--- src/rtl/vision_input_conditioner.sv ---
// vision_input_conditioner
// Moves the raw vision-pipeline outputs into the system clock domain and
// turns them into game-logic events. The raw outputs are synchronised, and one
// frame event is detected per rising edge of the valid flag. Lane changes are
// debounced over several agreeing frames. Each action flag is stretched into a
// minimum-length hold that is extended until the player has landed.
module vision_input_conditioner #(
  parameter int NUM_ACTIONS        = 2,
  parameter int HOLD_CYCLES        = 48_750_000,
  parameter int TIMER_WIDTH        = 30,
  parameter int LANE_WIDTH         = 2,
  parameter int LANE_RESET         = 1,
  parameter int LANE_STABLE_FRAMES = 3,
  parameter int QUAD_WIDTH         = 9,
  parameter int SYNC_STAGES        = 2
) (
  input  logic                   system_clock_in,
  input  logic                   system_reset_n,
  input  logic [LANE_WIDTH-1:0]  lane_raw,
  input  logic [NUM_ACTIONS-1:0] action_raw,
  input  logic [QUAD_WIDTH-1:0]  quadrants_raw,
  input  logic                   vision_data_valid_raw,
  output logic [LANE_WIDTH-1:0]  lane_synced,
  output logic [NUM_ACTIONS-1:0] action_synced,
  output logic                   frame_strobe,
  output logic [LANE_WIDTH-1:0]  lane,
  output logic                   lane_changed,
  output logic [NUM_ACTIONS-1:0] action,
  output logic [NUM_ACTIONS-1:0] action_start,
  output logic [QUAD_WIDTH-1:0]  quadrants
);

  // All foreign-domain inputs travel through one shared chain so that every
  // field sees the same latency.
  localparam int SYNC_W = LANE_WIDTH + NUM_ACTIONS + QUAD_WIDTH + 1;
  localparam int CNT_W  = $clog2(LANE_STABLE_FRAMES + 1);

  localparam logic [CNT_W-1:0]       CNT_TARGET = CNT_W'(LANE_STABLE_FRAMES);
  localparam logic [CNT_W-1:0]       CNT_ONE    = CNT_W'(1);
  localparam logic [TIMER_WIDTH-1:0] HOLD_LOAD  = TIMER_WIDTH'(HOLD_CYCLES - 1);
  localparam logic [LANE_WIDTH-1:0]  LANE_INIT  = LANE_WIDTH'(LANE_RESET);

  typedef enum logic [1:0] {
    ACT_IDLE,
    ACT_HOLD,
    ACT_WAIT_LAND
  } actState_e;

  // ---------------------------------------------------------------------------
  // Input synchroniser
  // ---------------------------------------------------------------------------
  logic [SYNC_W-1:0] syncChain_q [SYNC_STAGES];
  logic [SYNC_W-1:0] rawBus;
  logic [SYNC_W-1:0] syncedBus;

  logic [LANE_WIDTH-1:0]  laneSync;
  logic [NUM_ACTIONS-1:0] actionSync;
  logic [QUAD_WIDTH-1:0]  quadSync;
  logic                   validSync;

  assign rawBus = {vision_data_valid_raw, quadrants_raw, action_raw, lane_raw};

  // Shift every raw sample through SYNC_STAGES flops before anything uses it.
  always_ff @(posedge system_clock_in or negedge system_reset_n) begin
    if (!system_reset_n) begin
      for (int s = 0; s < SYNC_STAGES; s++) begin
        syncChain_q[s] <= '0;
      end
    end else begin
      syncChain_q[0] <= rawBus;
      for (int s = 1; s < SYNC_STAGES; s++) begin
        syncChain_q[s] <= syncChain_q[s-1];
      end
    end
  end

  assign syncedBus  = syncChain_q[SYNC_STAGES-1];
  assign laneSync   = syncedBus[LANE_WIDTH-1:0];
  assign actionSync = syncedBus[LANE_WIDTH +: NUM_ACTIONS];
  assign quadSync   = syncedBus[LANE_WIDTH + NUM_ACTIONS +: QUAD_WIDTH];
  assign validSync  = syncedBus[SYNC_W-1];

  assign lane_synced   = laneSync;
  assign action_synced = actionSync;

  // ---------------------------------------------------------------------------
  // Frame detection and per-frame capture
  // ---------------------------------------------------------------------------
  logic                  validDelay_q;
  logic                  frame;
  logic                  frameStrobe_q;
  logic [QUAD_WIDTH-1:0] quadrants_q;

  // A frame is the rising edge of the synchronised valid level, so a long
  // valid pulse still counts as a single frame.
  assign frame = validSync & ~validDelay_q;

  // Remember the previous valid level, pulse the strobe and latch the
  // quadrant bitmap once per frame.
  always_ff @(posedge system_clock_in or negedge system_reset_n) begin
    if (!system_reset_n) begin
      validDelay_q  <= 1'b0;
      frameStrobe_q <= 1'b0;
      quadrants_q   <= '0;
    end else begin
      validDelay_q  <= validSync;
      frameStrobe_q <= frame;
      if (frame) begin
        quadrants_q <= quadSync;
      end
    end
  end

  assign frame_strobe = frameStrobe_q;
  assign quadrants    = quadrants_q;

  // ---------------------------------------------------------------------------
  // Lane debounce filter
  // ---------------------------------------------------------------------------
  logic [LANE_WIDTH-1:0] lane_q, lane_d;
  logic [LANE_WIDTH-1:0] cand_q, cand_d;
  logic [CNT_W-1:0]      cnt_q, cnt_d;
  logic                  laneChanged_q, laneChanged_d;
  logic [CNT_W-1:0]      cntNext;

  // Count consecutive frames that agree on a new lane. Seeing the committed
  // lane again discards the run. A different candidate restarts the run at
  // one.
  always_comb begin
    lane_d        = lane_q;
    cand_d        = cand_q;
    cnt_d         = cnt_q;
    laneChanged_d = 1'b0;
    cntNext       = '0;
    if (frame) begin
      if (laneSync == lane_q) begin
        cnt_d = '0;
      end else begin
        if ((laneSync == cand_q) && (cnt_q != '0)) begin
          cntNext = cnt_q + CNT_ONE;
        end else begin
          cand_d  = laneSync;
          cntNext = CNT_ONE;
        end
        if (cntNext == CNT_TARGET) begin
          lane_d        = laneSync;
          cnt_d         = '0;
          laneChanged_d = 1'b1;
        end else begin
          cnt_d = cntNext;
        end
      end
    end
  end

  // Register the filter state. The committed lane restarts at LANE_RESET.
  always_ff @(posedge system_clock_in or negedge system_reset_n) begin
    if (!system_reset_n) begin
      lane_q        <= LANE_INIT;
      cand_q        <= '0;
      cnt_q         <= '0;
      laneChanged_q <= 1'b0;
    end else begin
      lane_q        <= lane_d;
      cand_q        <= cand_d;
      cnt_q         <= cnt_d;
      laneChanged_q <= laneChanged_d;
    end
  end

  assign lane         = lane_q;
  assign lane_changed = laneChanged_q;

  // ---------------------------------------------------------------------------
  // Action stretchers, one independent FSM and timer per channel
  // ---------------------------------------------------------------------------
  for (genvar i = 0; i < NUM_ACTIONS; i++) begin : gAction
    actState_e              state_q, state_d;
    logic [TIMER_WIDTH-1:0] timer_q, timer_d;
    logic                   start_q, start_d;

    // Idle channels arm on a frame that carries the action. A hold lasts
    // HOLD_CYCLES. After that, the channel waits until the action flag has
    // dropped. Frames are ignored while the channel is busy.
    always_comb begin
      state_d = state_q;
      timer_d = timer_q;
      start_d = 1'b0;
      case (state_q)
        ACT_IDLE: begin
          if (frame && actionSync[i]) begin
            state_d = ACT_HOLD;
            timer_d = HOLD_LOAD;
            start_d = 1'b1;
          end
        end
        ACT_HOLD: begin
          if (timer_q == '0) begin
            state_d = actionSync[i] ? ACT_WAIT_LAND : ACT_IDLE;
          end else begin
            timer_d = timer_q - 1'b1;
          end
        end
        ACT_WAIT_LAND: begin
          if (!actionSync[i]) begin
            state_d = ACT_IDLE;
          end
        end
        default: begin
          state_d = ACT_IDLE;
          timer_d = '0;
        end
      endcase
    end

    // Hold the channel state, the timer and the start pulse.
    always_ff @(posedge system_clock_in or negedge system_reset_n) begin
      if (!system_reset_n) begin
        state_q <= ACT_IDLE;
        timer_q <= '0;
        start_q <= 1'b0;
      end else begin
        state_q <= state_d;
        timer_q <= timer_d;
        start_q <= start_d;
      end
    end

    // The action level comes straight from registered state, so reset clears
    // it at once.
    assign action[i]       = (state_q != ACT_IDLE);
    assign action_start[i] = start_q;
  end

endmodule

--- config.mk ---
export PLATFORM = sky130hd
export DESIGN_NAME = vision_input_conditioner
export DESIGN_NICKNAME = d
export VERILOG_FILES = /design/src/rtl/vision_input_conditioner.sv
export SDC_FILE = /design/constraint.sdc
export NUM_CORES = 1
export LEC_CHECK = 0
export CORE_MARGIN = 2
export CORE_UTILIZATION = 61
export CTS_BUF_LIST = sky130_fd_sc_hd__clkbuf_8
export DETAILED_ROUTE_END_ITERATION = 10
export GPL_ROUTABILITY_DRIVEN = 1
export MAX_ROUTING_LAYER = met4
export PLACE_DENSITY = 0.89
export SYNTH_ARGS = -nofsm -noshare
export SYNTH_HDL_FRONTEND = slang
export SYNTH_SLANG_ARGS = --single-unit
--- constraint.sdc ---
create_clock -name system_clock_in -period 3.3 [get_ports system_clock_in]
set_input_delay 0.66 -clock system_clock_in [delete_from_list [all_inputs] [get_ports system_clock_in]]
set_output_delay 0.66 -clock system_clock_in [all_outputs]
set_load 0.01 [all_outputs]
Word-level counts from Yosys, hierarchy flattened
Index checks and enable logic that the tools add are counted.
Storage, ports and cells
  output and inout bits: 21
  flip-flop bits (word level): 112
Cells by class
  muxes and demuxes: 28
  bitwise gates (word level): 6
  add/subtract/negate cells: 3
  equality and inequality tests: 15
  reduce and logical (&&, ||, !) cells: 16
Operators with widths (count)
  $pmux 30 s3: 2
  $mux 30: 4
  $logic_not 30->1: 2
  $sub 30x1->30 const B: 2
  $mux 2: 13
  $reduce_and 3->1: 6
  $ne 2x2->1 const B: 8
  $pmux 2 s3: 2
  $mux 1: 7
  $eq 2x2->1 const B: 3
  $reduce_bool 2->1: 3
  $not 1->1: 5
  $eq 2x1->1 const B: 2
  $eq 2x2->1: 2
  $logic_not 2->1: 2
  $logic_and 1x1->1: 3
  $add 2x1->2 const B: 1
  $and 1x1->1: 1

Logic depth before layout (Yosys ltp)
  word-level depth: 9
  depth in mapped cells: 10

Worst setup path after synthesis
Ideal clock, no wire load.
  kind: reg-to-reg
  start point: reg gAction[0].timer_q[0]
  end point: reg gAction[0].timer_q[20]
  cell stages (with the launch flop): 9
  setup slack: 0.740 ns
  required time: 3.234 ns
  path buffers: 1
  data arrival time: 2.494 ns
  path through: dfrtp_1 -> inv_1 -> ha_1 -> or3b_1 -> clkbuf_1 -> or4_1 -> or4_1 -> or4_1 -> nand2_1
Between the ends
  longest elaborated chain between the ends: 3
  elaborated cells on any way between the ends: 6
  classes of those cells: 1 x add/sub; 1 x eq/ne; 2 x mux; 2 x reduce/logical
RTL lines
  start, declared: RTL line 179  | logic [TIMER_WIDTH-1:0] timer_q, timer_d;
  start signal, assigned: RTL line 224  | timer_q <= timer_d;
  $sub 30x1->30 / $logic_not 30->1 (equally long branches): RTL line 201, 198
  $mux 30 / $ne 2x2->1 (equally long branches)
  $pmux 30 s3 / $reduce_and 3->1 (equally long branches)
Parallel ways exist; a longest one is shown, timed or not. The select of a mux whose other input is x is not followed.
A chain may end at the register's enable or synchronous reset.

Worst setup path in the final report
  start point: reg gAction[0].timer_q[0]
  end point: reg gAction[0].timer_q[28]
Same word-level chain as after synthesis.

==> flow_summary.ini <==
[run_status]
status = finished clean

[timing]
fin_hold_ws_ps = 255
fin_crit_ps = 2940
setup_violations = 0
period_share = 0.890
finalWorstSetupSlack_ps = 364
clock.fmax_ghz = 0.341
fin_skew_ps = 14.6
setup_tns_ps = 0
worst_pin_slew_ps = 634
finalMaxSlewViolations = 0
hold_viol = 0
rsz0062_at_grt = false
slew_headroom = 0.574

[worst_hold_path]
hp-class = input port to asynchronous set/reset pin

[route]
drt_pass1_iterations = 5
via_count = 4468
drtIter0Drc = 294
vias_per_cell = 6.63
routed_wl_microns = 12300
ant_nets = 0
remaining_drc_errors = 0
wl_per_cell_microns = 18.2

[cts]
clock_latency_ps = 380
post_cts_buffers = 0
cts_tree = done
clk_pin_slew_ps = 120
clock_sinks = 112
post_cts_resized = 0
postCtsHoldBufs = 0
cts_made_buffers = 9
cts_root_buf = clkbuf_8
h-tree-depth = 3
clockBufferDepth = 2

[power]
p_per_area_nw_per_um2 = 646
ir_worst_vdd_mv = 0.432
power.leakage_nw = 2.62

[grt]
grt_usage = 0.283
gr-total-overflow = 0
antenna_found_initial = 0
grt_pass1_vias = 4476
grt_pass1_wl_microns = 21200
grt_start_max_net_pins = 48

[yosys]
netlist.area_leader.share = 0.520
synth_flop_cell = dfrtp_1
synth_xor_area_frac = 0.00983
synth_cells = 531
post_synth_num_cell_types = 66
synth_common_cells = dfrtp_1, nand2_1, o21ai_0
synthSimpleGateAreaFrac = 0.210
ys_ff_latch = 112
synthArstFlopShare = 1.00
netlist_top_cells_area = dfrtp_1, nand2_1, or4_1
yosysSeqAreaShare = 0.525
yosys.area_share.adder = 0.00702
synth_top_family_by_area = simple AND/OR/NAND/NOR gates
syn-cell-area_sq_um = 5350
synth_mux_area_frac = 0.0178
avgSynthCellArea_sq_um = 10.1
yosysWarnings = 0
synth_fp_nets = 550
yosysTopAreaCell = dfrtp_1
yosysMostFrequentCell = dfrtp_1
synth_edf_count = 0
synth-compound-area-share = 0.188

[floorplanning]
die_h_microns = 97.6
io_pins = 37
dieWidth_microns = 97.6
start_util = 0.622
core_sq_um = 8590
placementRows = 34
die_area_sq_um = 9530

[critical_path]
end_kind = flip-flop
required_ps = 3600
cp-start-kind = flip-flop
critPathMaxFanout = 13
critical_path_class = flip-flop to flip-flop
arrival_ps = 3240

[run]
cap_violations = 0

[place]
placement.io_buffers = 36
gp_congestion = 0.918
hpwl_microns = 8320
place_inst = 658
pre_cts_ws_ps = 384

[cells_and_area]
area_delta_synth_final_pct = 12.3
finalNetCount = 580
diodes = 0
finalNonFillerCells = 674
layout-drive-gt1-share = 0.0954
fill_cells = 612
==> layout by cell type (no fill, tap or decap), types with 9 or more instances in the layout <==
master	instances
dfrtp_1	111
nand2_1	64
clkdlybuf4s50_1	35
o21ai_0	27
nor2_1	24
nand3_1	23
or4_1	21
buf_4	17
inv_1	16
nor3_1	16
a21oi_1	15
or3_1	15
nor4_1	14
o211ai_1	14
o22ai_1	13
a22o_1	11
clkbuf_8	9
==> layer usage <==
| layer | GRT usage | share of wire | up-vias |
|---|---|---|---|
| li1 | - | - | 2052 |
| met1 | 0.347 | 0.39 | 2188 |
| met2 | 0.470 | 0.52 | 192 |
| met3 | 0.0604 | 0.065 | 36 |
| met4 | 0.0983 | 0.023 | 0 |
| met5 | - | 0 | - |
==> path summary, 6_finish.rpt <==
| kind | from | to | slack, ps | depth (start not counted) |
|---|---|---|---|---|
| max | gAction[0].timer_q[0] | gAction[0].timer_q[28] | 360 | 7 |
| min | system_reset_n | quadrants[7] | 260 | 1 |
| max reg2reg | gAction[0].timer_q[0] | gAction[0].timer_q[28] | 360 | 7 |
| min reg2reg | syncChain_q[17] | syncedBus[3] | 360 | 0 |
| max in group asynchronous | system_reset_n | gAction[1].timer_q[7] | 2090 | 2 |
| min in group system_clock_in | syncChain_q[17] | syncedBus[3] | 360 | 0 |
==> cell type report <==
| cell class | instances | area (sq um) | share of cell area |
|---|---|---|---|
| tap | 108 | 135 | 0.0225 |
| multi-input combinational | 369 | 2320 | 0.387 |
| timing repair buffer | 52 | 478 | 0.0796 |
| inverter | 17 | 63.8 | 0.0106 |
| clock buffer | 9 | 124 | 0.0206 |
| sequential | 112 | 2800 | 0.467 |
| clock inverter | 7 | 75.1 | 0.0125 |
==> power by group <==
| part | internal (mW) | leakage, nW | total [mW] | switching (mW) |
|---|---|---|---|---|
| clock | 0.297 | 0.101 | 0.796 | 0.499 |
| combinational | 0.509 | 1.16 | 1.02 | 0.507 |
| sequential | 1.69 | 1.36 | 2.06 | 0.377 |
==> metrics by stage <==
stage	utilization	area, sq um	power, mW
after floorplan	-	5350	2.72
after global placement	0.675	5800	2.98
after detailed placement	0.675	5800	3.08
after CTS	0.698	6000	3.88
after global routing	0.698	6000	4.13
final	0.698	6000	3.88
==> logic make-up (layout without fill, tap and decap cells) <==
logic type / after synthesis / after routing
AO/OA/AOI/OAI: 138 / 138
XOR/XNOR: 6 / 6
adder cells (fa/ha/maj): 3 / 3
buffers and inverters: 50 / 85
flip-flops: 112 / 112
multiplexers: 9 / 9
AND/OR/NAND/NOR: 213 / 213
==> registers in the layout, indices dropped and copies added, names as in the netlist, 2 cells and up <==
signal           cells
gAction.timer_q     60
quadrants            9
gAction.start_q      2
syncChain_q         14
lane                 2
cnt_q                2
gAction.state_q      4
syncedBus           14
cand_q               2
==> critical path, stage by stage (launching register included) <==
cell,delay (ps)
dfrtp_1,430
inv_1,80
ha_1,180
or3b_1,450
or4_1,750
a2111o_1,400
or4_1,400
a21oi_1,160
Power figures use the tool's default switching activity.
